$ cat src/rtl/parity_frame_rx_pkg.sv
// Shared definitions for the parity-protected serial link: receiver states,
// data width bounds and the parity helper shared with the transmitter.
package parity_link_pkg;

    typedef enum logic [1:0] {
        IDLE,
        DATA,
        PARITY,
        STOP
    } rx_state_e;

    localparam int unsigned DATA_W_MIN = 1;
    localparam int unsigned DATA_W_MAX = 16;

    // Parity bit that makes the frame's total count of ones even (odd=0) or odd (odd=1).
    function automatic logic parity_of(input logic [DATA_W_MAX-1:0] data, input logic odd);
        return (^data) ^ odd;
    endfunction

endpackage

$ cat src/rtl/parity_frame_rx_if.sv
// Valid/ready word output of the frame receiver; master is the receiver side.
interface parity_frame_rx_if #(
    parameter int unsigned DATA_W = 8
);
    logic [DATA_W-1:0] out_data;
    logic              out_parity_err;
    logic              out_frame_err;
    logic              out_valid;
    logic              out_ready;

    modport master (
        output out_data, out_parity_err, out_frame_err, out_valid,
        input  out_ready
    );

    modport slave (
        input  out_data, out_parity_err, out_frame_err, out_valid,
        output out_ready
    );
endinterface

$ cat src/rtl/parity_frame_rx_hold_reg.sv
// One-entry valid/ready holding register; a commit into a full, unaccepted
// entry is dropped and raises the sticky overrun flag.
module rx_hold_reg #(
    parameter int unsigned DATA_W = 8
) (
    input  logic              clk,
    input  logic              rst_n,
    input  logic              commit_i,
    input  logic [DATA_W-1:0] data_i,
    input  logic              perr_i,
    input  logic              ferr_i,
    input  logic              ready_i,
    output logic [DATA_W-1:0] data_o,
    output logic              perr_o,
    output logic              ferr_o,
    output logic              valid_o,
    output logic              overrun_o
);
    logic [DATA_W-1:0] data_q, data_d;
    logic              perr_q, perr_d;
    logic              ferr_q, ferr_d;
    logic              valid_q, valid_d;
    logic              overrun_q, overrun_d;
    logic              load;

    always_comb begin
        load      = commit_i && (!valid_q || ready_i);
        data_d    = data_q;
        perr_d    = perr_q;
        ferr_d    = ferr_q;
        valid_d   = valid_q;
        overrun_d = overrun_q;
        if (load) begin
            data_d  = data_i;
            perr_d  = perr_i;
            ferr_d  = ferr_i;
            valid_d = 1'b1;
        end else begin
            if (valid_q && ready_i) begin
                valid_d = 1'b0;
            end
            if (commit_i) begin
                overrun_d = 1'b1;
            end
        end
    end

    always_ff @(posedge clk) begin
        if (!rst_n) begin
            data_q    <= '0;
            perr_q    <= 1'b0;
            ferr_q    <= 1'b0;
            valid_q   <= 1'b0;
            overrun_q <= 1'b0;
        end else begin
            data_q    <= data_d;
            perr_q    <= perr_d;
            ferr_q    <= ferr_d;
            valid_q   <= valid_d;
            overrun_q <= overrun_d;
        end
    end

    assign data_o    = data_q;
    assign perr_o    = perr_q;
    assign ferr_o    = ferr_q;
    assign valid_o   = valid_q;
    assign overrun_o = overrun_q;
endmodule

$ cat src/rtl/parity_frame_rx.sv
// Serial frame receiver: start/data(LSB first)/parity/stop, advancing only on
// bit_en strobes, delivering each word through a one-entry holding register.
module parity_frame_rx
    import parity_link_pkg::*;
#(
    parameter int unsigned DATA_W     = 8,
    parameter bit          PARITY_ODD = 1'b0
) (
    input  logic                  clk,
    input  logic                  rst_n,
    input  logic                  bit_en,
    input  logic                  rx_bit,
    parity_frame_rx_if.master     out_if,
    output logic                  overrun
);
    localparam int unsigned CNT_W = $clog2(DATA_W_MAX + 1);

    rx_state_e         state_q, state_d;
    logic [CNT_W-1:0]  cnt_q, cnt_d;
    logic [DATA_W-1:0] shift_q, shift_d;
    logic              acc_q, acc_d;
    logic              perr_q, perr_d;
    logic              commit;

    always_comb begin
        state_d = state_q;
        cnt_d   = cnt_q;
        shift_d = shift_q;
        acc_d   = acc_q;
        perr_d  = perr_q;
        commit  = 1'b0;
        if (bit_en) begin
            case (state_q)
                IDLE: begin
                    if (!rx_bit) begin
                        state_d = DATA;
                        cnt_d   = '0;
                        acc_d   = 1'b0;
                    end
                end
                DATA: begin
                    // Right-shifting from the MSB lands bit cnt at position cnt after DATA_W bits.
                    shift_d = (shift_q >> 1) | (DATA_W'(rx_bit) << (DATA_W - 1));
                    acc_d   = acc_q ^ rx_bit;
                    cnt_d   = cnt_q + CNT_W'(1);
                    if (cnt_q == CNT_W'(DATA_W - 1)) begin
                        state_d = PARITY;
                    end
                end
                PARITY: begin
                    perr_d  = acc_q ^ rx_bit ^ PARITY_ODD;
                    state_d = STOP;
                end
                STOP: begin
                    commit  = 1'b1;
                    state_d = IDLE;
                end
                default: state_d = IDLE;
            endcase
        end
    end

    always_ff @(posedge clk) begin
        if (!rst_n) begin
            state_q <= IDLE;
            cnt_q   <= '0;
            shift_q <= '0;
            acc_q   <= 1'b0;
            perr_q  <= 1'b0;
        end else begin
            state_q <= state_d;
            cnt_q   <= cnt_d;
            shift_q <= shift_d;
            acc_q   <= acc_d;
            perr_q  <= perr_d;
        end
    end

    rx_hold_reg #(
        .DATA_W(DATA_W)
    ) u_hold (
        .clk       (clk),
        .rst_n     (rst_n),
        .commit_i  (commit),
        .data_i    (shift_q),
        .perr_i    (perr_q),
        .ferr_i    (~rx_bit),
        .ready_i   (out_if.out_ready),
        .data_o    (out_if.out_data),
        .perr_o    (out_if.out_parity_err),
        .ferr_o    (out_if.out_frame_err),
        .valid_o   (out_if.out_valid),
        .overrun_o (overrun)
    );
endmodule

$ cat src/flat_wrapper.sv
// flat-port wrapper written by rule: the top's interface ports become plain ports
module parity_frame_rx_flat import parity_link_pkg::*;
#(
    parameter int unsigned DATA_W     = 8,
    parameter bit          PARITY_ODD = 1'b0
)
  (clk, rst_n, bit_en, rx_bit, overrun, out_if_out_data, out_if_out_parity_err, out_if_out_frame_err, out_if_out_valid, out_if_out_ready);
  parity_frame_rx_if #(.DATA_W(DATA_W)) out_if_i ();
  input  logic clk;
  input  logic rst_n;
  input  logic bit_en;
  input  logic rx_bit;
  output logic overrun;
  output wire logic [$bits(out_if_i.out_data)-1:0] out_if_out_data;
  output wire logic [$bits(out_if_i.out_parity_err)-1:0] out_if_out_parity_err;
  output wire logic [$bits(out_if_i.out_frame_err)-1:0] out_if_out_frame_err;
  output wire logic [$bits(out_if_i.out_valid)-1:0] out_if_out_valid;
  input wire logic [$bits(out_if_i.out_ready)-1:0] out_if_out_ready;
  assign out_if_out_data = out_if_i.out_data;
  assign out_if_out_parity_err = out_if_i.out_parity_err;
  assign out_if_out_frame_err = out_if_i.out_frame_err;
  assign out_if_out_valid = out_if_i.out_valid;
  assign out_if_i.out_ready = out_if_out_ready;
  parity_frame_rx #(.DATA_W(DATA_W), .PARITY_ODD(PARITY_ODD)) u_core (.clk(clk), .rst_n(rst_n), .bit_en(bit_en), .rx_bit(rx_bit), .out_if(out_if_i), .overrun(overrun));
endmodule
$ cat config.mk
export PLATFORM = sky130hd
export DESIGN_NAME = parity_frame_rx_flat
export DESIGN_NICKNAME = d
export VERILOG_FILES = /design/src/rtl/parity_frame_rx_pkg.sv /design/src/rtl/parity_frame_rx_if.sv /design/src/rtl/parity_frame_rx_hold_reg.sv /design/src/rtl/parity_frame_rx.sv /design/src/flat_wrapper.sv
export SDC_FILE = /design/constraint.sdc
export NUM_CORES = 1
export LEC_CHECK = 0
export CORE_MARGIN = 3
export CORE_UTILIZATION = 47
export DETAILED_ROUTE_END_ITERATION = 10
export GPL_TIMING_DRIVEN = 0
export MAX_ROUTING_LAYER = met4
export PLACE_DENSITY = 0.72
export SLEW_MARGIN = 0
export SYNTH_ARGS = -nofsm -noshare
export SYNTH_HDL_FRONTEND = slang
export SYNTH_SLANG_ARGS = --single-unit
$ cat constraint.sdc
create_clock -name clk -period 1.95 [get_ports clk]
set_input_delay 0.2925 -clock clk [delete_from_list [all_inputs] [get_ports clk]]
set_output_delay 0.2925 -clock clk [all_outputs]
set_load 0.005 [all_outputs]
==> metrics.csv <==
metric,value,unit
crit path capture type,flop,
CP max stage cell,dfxtp_1,
post-synthesis average cell area,9.28,sq um
Avg Vias per Cell,5.18,
DP HPWL,1610,um
Worst Skew,0.00622,ns
GRT Max-Usage Layer,met2,
DRC,0,
"critical path, cell by cell",inv_1 -> ha_1 -> and2b_1 -> o211ai_1 -> xor2_1 -> nor2_1,
RSZ-0062 raised after global routing,false,
Global Route Usage Sum,0.168,
Final Max Slew Viols,0,
area growth from synthesis to layout,21.8,%
Period minus WS final,1.58,ns
DR iter-0 viols,17,
Sink Count,29,
Relative slew margins,0.653,
Wirelength per Cell,12.1,um
die span in y,57.6,um
Max VDD drop,0.000579,V
crit path max fanout,6,
count of flip-flops with a built-in enable after synthesis,0,
share of cells above drive strength 1,0.0886,
n_diodes,0,
I/O Pins,17,
TNS Setup,0,ns
CTS buffer count,5,
Root Buffer,clkbuf_4,
final worst-path cycle share,0.811,
Crit path arrival time,1.80,ns
Worst Setup Start Kind,flop,
Initial Util,0.501,
Initial DRT Pass Iterations,4,
max incr delay on CP,0.39,ns
Clock Latency Late Sink,0.33,ns
synth unique cells,32,
CTS H-tree depth,2,
pin count of the biggest net entering global routing,11,
M1 GR Usage,0.201,
CTS tree,built,
"Net count, final",168,
postcts setup bufs,0,
# hold bufs at CTS,0,
Post-CTS Resized,0,
Die Span X,57.6,um
critical path class,flop to flop,
first-pass GRT wire length,4140,um
number of port buffers,15,
net count after synthesis,146,
initial antenna violation count,0,
Post-Route WL,2280,um
cell area after synthesis,1250,sq um
met2 Track Usage GR,0.248,
Final Hold Viols,0,
number of global-route vias before repair,949,
total grt overflow,0,
Highest Clock Rate,632,MHz
leak pwr,0.551,nW
floorplan core area,2500,sq um
MaxCap Viol Count,0,
Mapped Cells,135,
Yosys warnings,0,
FP Rows,18,
Crit path required time,2.16,ns
number of nets with antenna violations after routing,0,
hold_ws,0.276,ns
Pwr Density,800,nW/um^2
prevailing post-synth register cell,dfxtp_1,
via count,974,
Placer Congestion,0.773,
asr flop ratio synth,0,
"CTS clk-pin slew, worst paths",0.09,ns
Least-Margin Pin Slew,0.521,ns
Yosys reg bits,29,
Hold Crit Class,primary input to flop,
status,"finished, final reports clean",
CTS Buffer Depth,2,
sequential share of the synthesized area,0.464,
final setup vio count,0,
met3 GRT Util,0.0423,
die area,3320,sq um
cell usage in the layout, fill, tap and decap left out:
cell / n
a211oi_2: 1
a21boi_4: 2
a21oi_1: 12
a311oi_1: 1
a32oi_1: 1
and2_1: 1
and2b_1: 2
and3_1: 2
buf_2: 1
buf_4: 2
buf_6: 1
bufinv_16: 1
clkbuf_1: 3
clkbuf_4: 5
clkbuf_8: 1
clkdlybuf4s50_1: 15
clkinv_1: 1
dfxtp_1: 29
ha_1: 6
inv_1: 3
mux2i_1: 10
nand2_1: 19
nand2b_1: 1
nand3_1: 2
nand3b_1: 2
nand4bb_1: 1
nor2_1: 20
nor2b_1: 1
nor3_1: 1
o211ai_1: 3
o21ai_0: 1
o21ai_1: 1
o22ai_1: 1
o31ai_1: 1
xnor2_1: 1
xor2_1: 3
path summary, 6_finish.rpt:
path	depth (start not counted)	end	slack, ns	start
worst max-delay path	6	u_core.cnt_q[3]	0.37	u_core.state_q[0]
worst min-delay path	3	u_core.shift_q[7]	0.28	rx_bit
worst max register to register	6	u_core.cnt_q[3]	0.37	u_core.state_q[0]
worst min register to register	2	u_core.shift_q[0]	0.46	u_core.shift_q[0]
metal layers:
layer	wire [um]	vias to the layer above
li1	-	504
met1	1070	445
met2	1050	18
met3	91	7
met4	65	0
met5	0	-
where the power goes:
| part | leakage (nW) | switching [mW] | total [mW] | internal [mW] |
|---|---|---|---|---|
| logic | 0.271 | 0.0652 | 0.108 | 0.0426 |
| registers | 0.234 | 0.00657 | 0.606 | 0.599 |
| clock network | 0.0455 | 0.201 | 0.507 | 0.306 |
| total | 0.551 | 0.273 | 1.22 | 0.948 |
worst max-delay path: cells and delay by family, from the launching register on:
kind            cells  cell delay [ns]
compound gates      1             0.22
xor+xnor            1             0.17
fa+ha+maj           1             0.30
buf+inv             1             0.10
flops               1             0.39
simple gates        2             0.28
layout make-up:
class / count / area, sq um
buffer: 6 / 38.8
clock buffer: 7 / 55.1
clock inverter: 1 / 30.0
fill: 219 / 975
inverter: 4 / 15.0
multi-input combinational: 96 / 618
sequential: 29 / 581
tap: 30 / 37.5
timing repair buffer: 15 / 150
cell families (layout without fill, tap and decap cells):
family | Yosys count | after routing | share of synthesized area
compound gates | 24 | 24 | 0.139
xor+xnor | 4 | 4 | 0.0280
simple gates | 52 | 52 | 0.187
flops | 29 | 29 | 0.464
fa+ha+maj | 6 | 6 | 0.0599
buf+inv | 10 | 33 | 0.0429
mux | 10 | 10 | 0.0799
registers in the layout (all words and copies together), names as in the netlist:
| register | flops |
|---|---|
| u_core.u_hold.data_o | 8 |
| u_core.u_hold.valid_o | 1 |
| u_core.perr_q | 1 |
| u_core.cnt_q | 5 |
| u_core.shift_q | 8 |
| u_core.u_hold.overrun_o | 1 |
| u_core.u_hold.perr_o | 1 |
| u_core.acc_q | 1 |
| u_core.u_hold.ferr_o | 1 |
| u_core.state_q | 2 |
metrics by stage:
stage / instance area (sq um) / util / total power, mW / setup WS [ns] / std cells
floorplan: 1250 / - / 0.700 / 0.532 / 135
global placement: 1440 / 0.576 / 0.724 / 0.282 / 180
detailed placement: 1440 / 0.576 / 0.727 / 0.247 / 180
CTS: 1530 / 0.610 / 1.24 / 0.350 / 188
global route: 1530 / 0.610 / 1.28 / 0.214 / 188
finish: 1530 / 0.610 / 1.22 / 0.369 / 188
cell usage after synthesis, drive strengths merged, types with 2 or more instances:
library cell | count | area, sq um
clkbuf | 2 | 7.51
xor2 | 3 | 26.3
o21ai | 2 | 10.0
nor2 | 20 | 75.1
and2b | 2 | 15.0
mux2i | 10 | 100
nand3b | 2 | 15.0
a21oi | 12 | 60.1
ha | 6 | 75.1
buf | 4 | 31.3
a21boi | 2 | 37.5
and3 | 2 | 12.5
dfxtp | 29 | 581
nand3 | 2 | 10.0
nand2 | 19 | 71.3
o211ai | 3 | 22.5
inv | 3 | 11.3
Note: power is estimated with default switching activity, not from simulation.
==> RTL edit 1: new RTL, same settings <==
`PARITY_ODD` is set to 1'b0 in 2 places; all go to 1'b1.
--- a/src/rtl/parity_frame_rx.sv
+++ b/src/rtl/parity_frame_rx.sv
@@ -4,7 +4,7 @@
     import parity_link_pkg::*;
 #(
     parameter int unsigned DATA_W     = 8,
-    parameter bit          PARITY_ODD = 1'b0
+    parameter bit          PARITY_ODD = 1'b1
 ) (
     input  logic                  clk,
     input  logic                  rst_n,
--- a/src/flat_wrapper.sv
+++ b/src/flat_wrapper.sv
@@ -2,7 +2,7 @@
 module parity_frame_rx_flat import parity_link_pkg::*;
 #(
     parameter int unsigned DATA_W     = 8,
-    parameter bit          PARITY_ODD = 1'b0
+    parameter bit          PARITY_ODD = 1'b1
 )
   (clk, rst_n, bit_en, rx_bit, overrun, out_if_out_data, out_if_out_parity_err, out_if_out_frame_err, out_if_out_valid, out_if_out_ready);
   parity_frame_rx_if #(.DATA_W(DATA_W)) out_if_i ();
Check against the original RTL: same outputs for any inputs over 10 cycles, from zero or initial values and one cycle with rst_n low; that may be too few to reach the edited logic, so the function may still have changed.
==> RTL edit 1 against the unedited design <==
- area after synthesis rose by 3.6%
- sequential cell count did not move
- worst setup slack improved by 15 ps
- total power rose by 0.94%
- wire length rose by 1.3%
- cell area rose by 2.3%
- highest routed layer unchanged
==> RTL edit 1: results (changes against the unedited design) <==
outcome:
  status: "complete, no violations"
synth:
  synth_fa_ha_area_share_pct: 5.79  # -0.21 points
  synth.distinct_cells: 29  # -9.4%
  synth.top_cells.by_count: "dfxtp_1 (29), nand2_1 (23), nor2b_1 (12)"
  synth_top_family_by_area: "simple AND/OR/NAND/NOR gates"
  synth_top_cells_by_area: "dfxtp_1 (45%), mux2i_1 (7.7%), nand2_1 (6.7%)"
  synth-compound-area-share_pct: 14.3  # +0.39 points
  syn_nets: 148  # +1.4%
  synth.area.mux_share_pct: 7.71  # -0.28 points
  synth_xor_area_share_pct: 2.70  # -0.097 points
  avgSynthCellArea_um2: 9.47  # +2.1%
placement:
  post-place-ws_ps: 298  # +50.7 ps
  dp_cells: 181  # +0.56%
  dp_hpwl_um: 1670  # +3.5%
  dpl_cell_area_um2: 1480  # +2.4%
  gp_congestion: 0.750  # -3.0%
  port-buffer-count: 14  # -1
cells_and_area:
  nNetsFinal: 169  # +0.60%
  fill_cells: 228  # +4.1%
  synthToLayoutAreaGrowth_pct: 20.3
worst_setup_path:
  critPathTopFamily: "simple AND/OR/NAND/NOR gates"
  crit_fanout: 7  # +1
  max_stage_delay_ps: 350  # -40 ps
detailed_routing:
  num_vias: 955  # -2.0%
  viasPerCell: 5.05  # -2.5%
  routed_wirelength_um: 2310  # +1.3%
  dr_wl_met3_um: 114  # +25%
  wl_met1_um: 1100  # +2.9%
  wl_met2_um: 1060  # +1.2%
clock_network:
  postCtsSetupBuffers: 0  # unchanged
global_route:
  grt_use_met1_pct: 18.5  # -1.6 points
  grt_pass1_wl_um: 3970  # -4.0%
  grt.total_usage_pct: 15.9  # -0.88 points
  use_met3_pct: 7.24  # +3.0 points
  grt_pass1_vias: 910  # -4.1%
  gr-usage-met2_pct: 24.4  # -0.44 points
timing:
  fin_skew_ps: 6.99  # +0.776 ps
  timing.slew.headroom_pct: 74.0  # +8.7 points
pwr:
  irDropWorstVdd_mv: 0.694  # +20%
  power.leakage_nw: 0.535  # -2.9%
  swShare_pct: 22.8  # +0.46 points
flow_run:
  cap_violations: 0  # unchanged
## RTL edit 1: cell types whose count changed after synthesis, sizes merged, moves of 2 or more
cell    delta
nand2      +4
nor2b     +12
and2b      -2
a21boi    +11
buf        +2
o21ai      +2
nor2      -14
a21oi     -11
## RTL edit 1: final timing paths
kind / from / to / depth (start not counted) / slack (ps)
worst min register to register: u_core.perr_q$_SDFFE_PN0P_ / u_core.perr_q$_SDFFE_PN0P_ / 2 / 470
worst max-delay path: u_core.state_q[1]$_SDFFE_PN0P_ / u_core.cnt_q[1]$_SDFFE_PN0P_ / 6 / 380
worst min-delay path: rst_n / u_core.u_hold.overrun_o$_SDFFE_PN0P_ / 2 / 280
worst max register to register: u_core.state_q[1]$_SDFFE_PN0P_ / u_core.cnt_q[1]$_SDFFE_PN0P_ / 6 / 380
## RTL edit 1: power groups by stage
stage          combinational (W)  sequential (W)  clock (W)
2_1_floorplan          0.0000830        0.000619          0
3_3_place_gp            0.000105        0.000620          0
3_5_place_dp            0.000109        0.000622          0
4_1_cts                 0.000110        0.000607   0.000527
5_1_grt                 0.000123        0.000609   0.000554
6_report                0.000109        0.000607   0.000515
## RTL edit 1: cell type report
cell class | instances | area share, %
Clock inverter | 1 | 1.92
Buffer | 7 | 2.89
Sequential cell | 29 | 37.2
Inverter | 3 | 0.722
Multi-Input combinational cell | 98 | 42.3
Timing Repair Buffer | 14 | 8.98
Clock buffer | 7 | 3.53
Tap cell | 30 | 2.41
## RTL edit 1: cell families after synthesis
logic type / count (synthesis)
adder cells (fa/ha/maj): 6
AND/OR/NAND/NOR: 53
buffers and inverters: 10
AO/OA/AOI/OAI: 25
XOR/XNOR: 4
flip-flops: 29
multiplexers: 10
==> RTL edit 2: new RTL, same flow settings <==
Without the edit above. Re-encode `rx_state_e` (4 states) as Gray code, 2 bits wide.
--- a/src/rtl/parity_frame_rx_pkg.sv
+++ b/src/rtl/parity_frame_rx_pkg.sv
@@ -3,10 +3,10 @@
 package parity_link_pkg;
 
     typedef enum logic [1:0] {
-        IDLE,
-        DATA,
-        PARITY,
-        STOP
+        IDLE   = 2'b00,
+        DATA   = 2'b01,
+        PARITY = 2'b11,
+        STOP   = 2'b10
     } rx_state_e;
 
     localparam int unsigned DATA_W_MIN = 1;
Formal check against the unedited RTL: same outputs for any inputs over 10 cycles, from zero or initial values and one cycle with rst_n low; not proved beyond that.
==> RTL edit 2 against the unedited design <==
- core utilization increased by 2.5 points
- combinational power decreased by 41%
- area after synthesis decreased by 1.7%
- total power decreased by 11%
- maximum frequency increased by 8.1%
- cell area decreased by 2.5%
- via count increased by 4.0%
- worst setup slack improved by 120 ps
- wire length increased by 8.3%
- sequential cell count unchanged
- synthesized cell count increased by 5.2%
- count of clock-buffer cells in the layout unchanged
- critical path type is now flop to output pin
==> RTL edit 2: results (changes against the unedited design) <==
min_path:
  min_to: "u_core.state_q[0]$_SDFFE_PN0P_"
  min_from: "bit_en"
synth:
  synth.top_cells.by_count: "nand2_1 (43), dfxtp_1 (29), a21oi_1 (12)"
  ys_seq_area_share_pct: 47.2  # +0.80 points
  avgSynthCellArea_um2: 8.67  # -6.5%
  synth.distinct_cells: 31  # -3.1%
  synth_fa_ha_area_share_pct: 1.02  # -5.0 points
  synth-compound-area-share_pct: 10.2  # -3.7 points
  synth_xor_area_share_pct: 0.711  # -2.1 points
  synth.area.mux_share_pct: 8.94  # +0.95 points
  syn_nets: 148  # +1.4%
  synth_top_cells_by_area: "dfxtp_1 (47%), nand2_1 (13%), mux2i_1 (8.9%)"
global_route:
  antenna_found_initial: 0  # unchanged
  grt_pass1_vias: 951  # +0.21%
  use_met3_pct: 5.43  # +1.2 points
  grt_use_met1_pct: 21.4  # +1.2 points
  grt_pass1_wl_um: 4260  # +2.8%
  grt.total_usage_pct: 17.2  # +0.46 points
  gr-usage-met2_pct: 26.4  # +1.6 points
worst_setup_path:
  arrival_ps: 1170  # -630 ps
  r2r_slack_ps: 690  # +320 ps
  max_stage_delay_ps: 500  # +110 ps
  crit_fanout: 2  # -4
  worst_r2r_endpoint: "u_core.cnt_q[4]$_SDFFE_PN0P_"
  cp_slowest_cell: "clkdlybuf4s50_1"
  critPathTopFamily: "buffers and inverters"
  reg2regPathDepth: 4  # -2
timing:
  fin_skew_ps: 7.44  # +1.22 ps
  worst_pin_slew_ps: 442  # -78.7 ps
  timing.hold.ws_ps: 269  # -7.15 ps
clock_network:
  clock_latency_ps: 320
  cts_resized: 0  # unchanged
detailed_routing:
  dr_wl_met3_um: 119  # +31%
  drt_iter0_drc: 16  # -1
  wl_met2_um: 1120  # +7.1%
  num_vias: 1013  # +4.0%
  route.top_layer_used: "met4"
  routed_wirelength_um: 2470  # +8.3%
  wl_met1_um: 1200  # +11%
placement:
  post-place-ws_ps: 289  # +42.6 ps
  dp_hpwl_um: 1760  # +9.3%
  gp_congestion: 0.879  # +14%
  dpl_cell_area_um2: 1420  # -1.7%
  dp_cells: 185  # +2.8%
pwr:
  power.leakage_nw: 0.534  # -2.9%
  irDropWorstVdd_mv: 0.557  # -3.8%
cells_and_area:
  nNetsFinal: 170  # +1.2%
  fill_cells: 201  # -8.2%
  drive_above_1_share_pct: 9.70  # +0.84 points
outcome:
  status: "complete, no violations"
-- RTL edit 2: cell types whose count changed after synthesis, moves of 2 or more --
cell / delta
nand2_1: +24
nand4b_1: +2
ha_1: -5
nor2_1: -15
nand3b_1: -2
a21boi_4: -2
o21a_1: +2
nor4bb_1: +2
buf_2: +2
xor2_1: -2
o211ai_1: -2
a31oi_1: +2
-- RTL edit 2: cell type report --
type | count | area, um2 | share of cell area, %
flip-flops and latches | 29 | 581 | 39.1
clock inverters | 1 | 5.00 | 0.337
plain buffers | 8 | 52.6 | 3.54
repair buffers | 15 | 150 | 10.1
multi-input cells | 102 | 587 | 39.5
well taps | 28 | 35.0 | 2.36
inverters | 3 | 11.3 | 0.758
clock buffers | 7 | 65.1 | 4.38
-- RTL edit 2: report_power, final --
| part | total (W) | internal [W] | switching [W] |
|---|---|---|---|
| logic | 0.0000638 | 0.0000236 | 0.0000402 |
| registers | 0.000599 | 0.000596 | 0.00000304 |
| clock network | 0.000420 | 0.000209 | 0.000211 |
| total | 0.00108 | 0.000828 | 0.000255 |
-- RTL edit 2: worst max path at each step --
stage	cells after the start	from	to	slack, ps
after detailed placement	5	rst_n	u_core.u_hold.data_o[4]$_SDFFE_PN0P_	290
after global routing	1	u_core.u_hold.data_o[6]$_SDFFE_PN0P_	out_if_out_data[6]	420
after global placement	5	rst_n	u_core.u_hold.data_o[2]$_SDFFE_PN0P_	310
after CTS	1	u_core.u_hold.data_o[6]$_SDFFE_PN0P_	out_if_out_data[6]	460
after floorplan	4	u_core.cnt_q[0]$_SDFFE_PN0P_	u_core.cnt_q[4]$_SDFFE_PN0P_	850
final	1	u_core.u_hold.data_o[7]$_SDFFE_PN0P_	out_if_out_data[7]	490
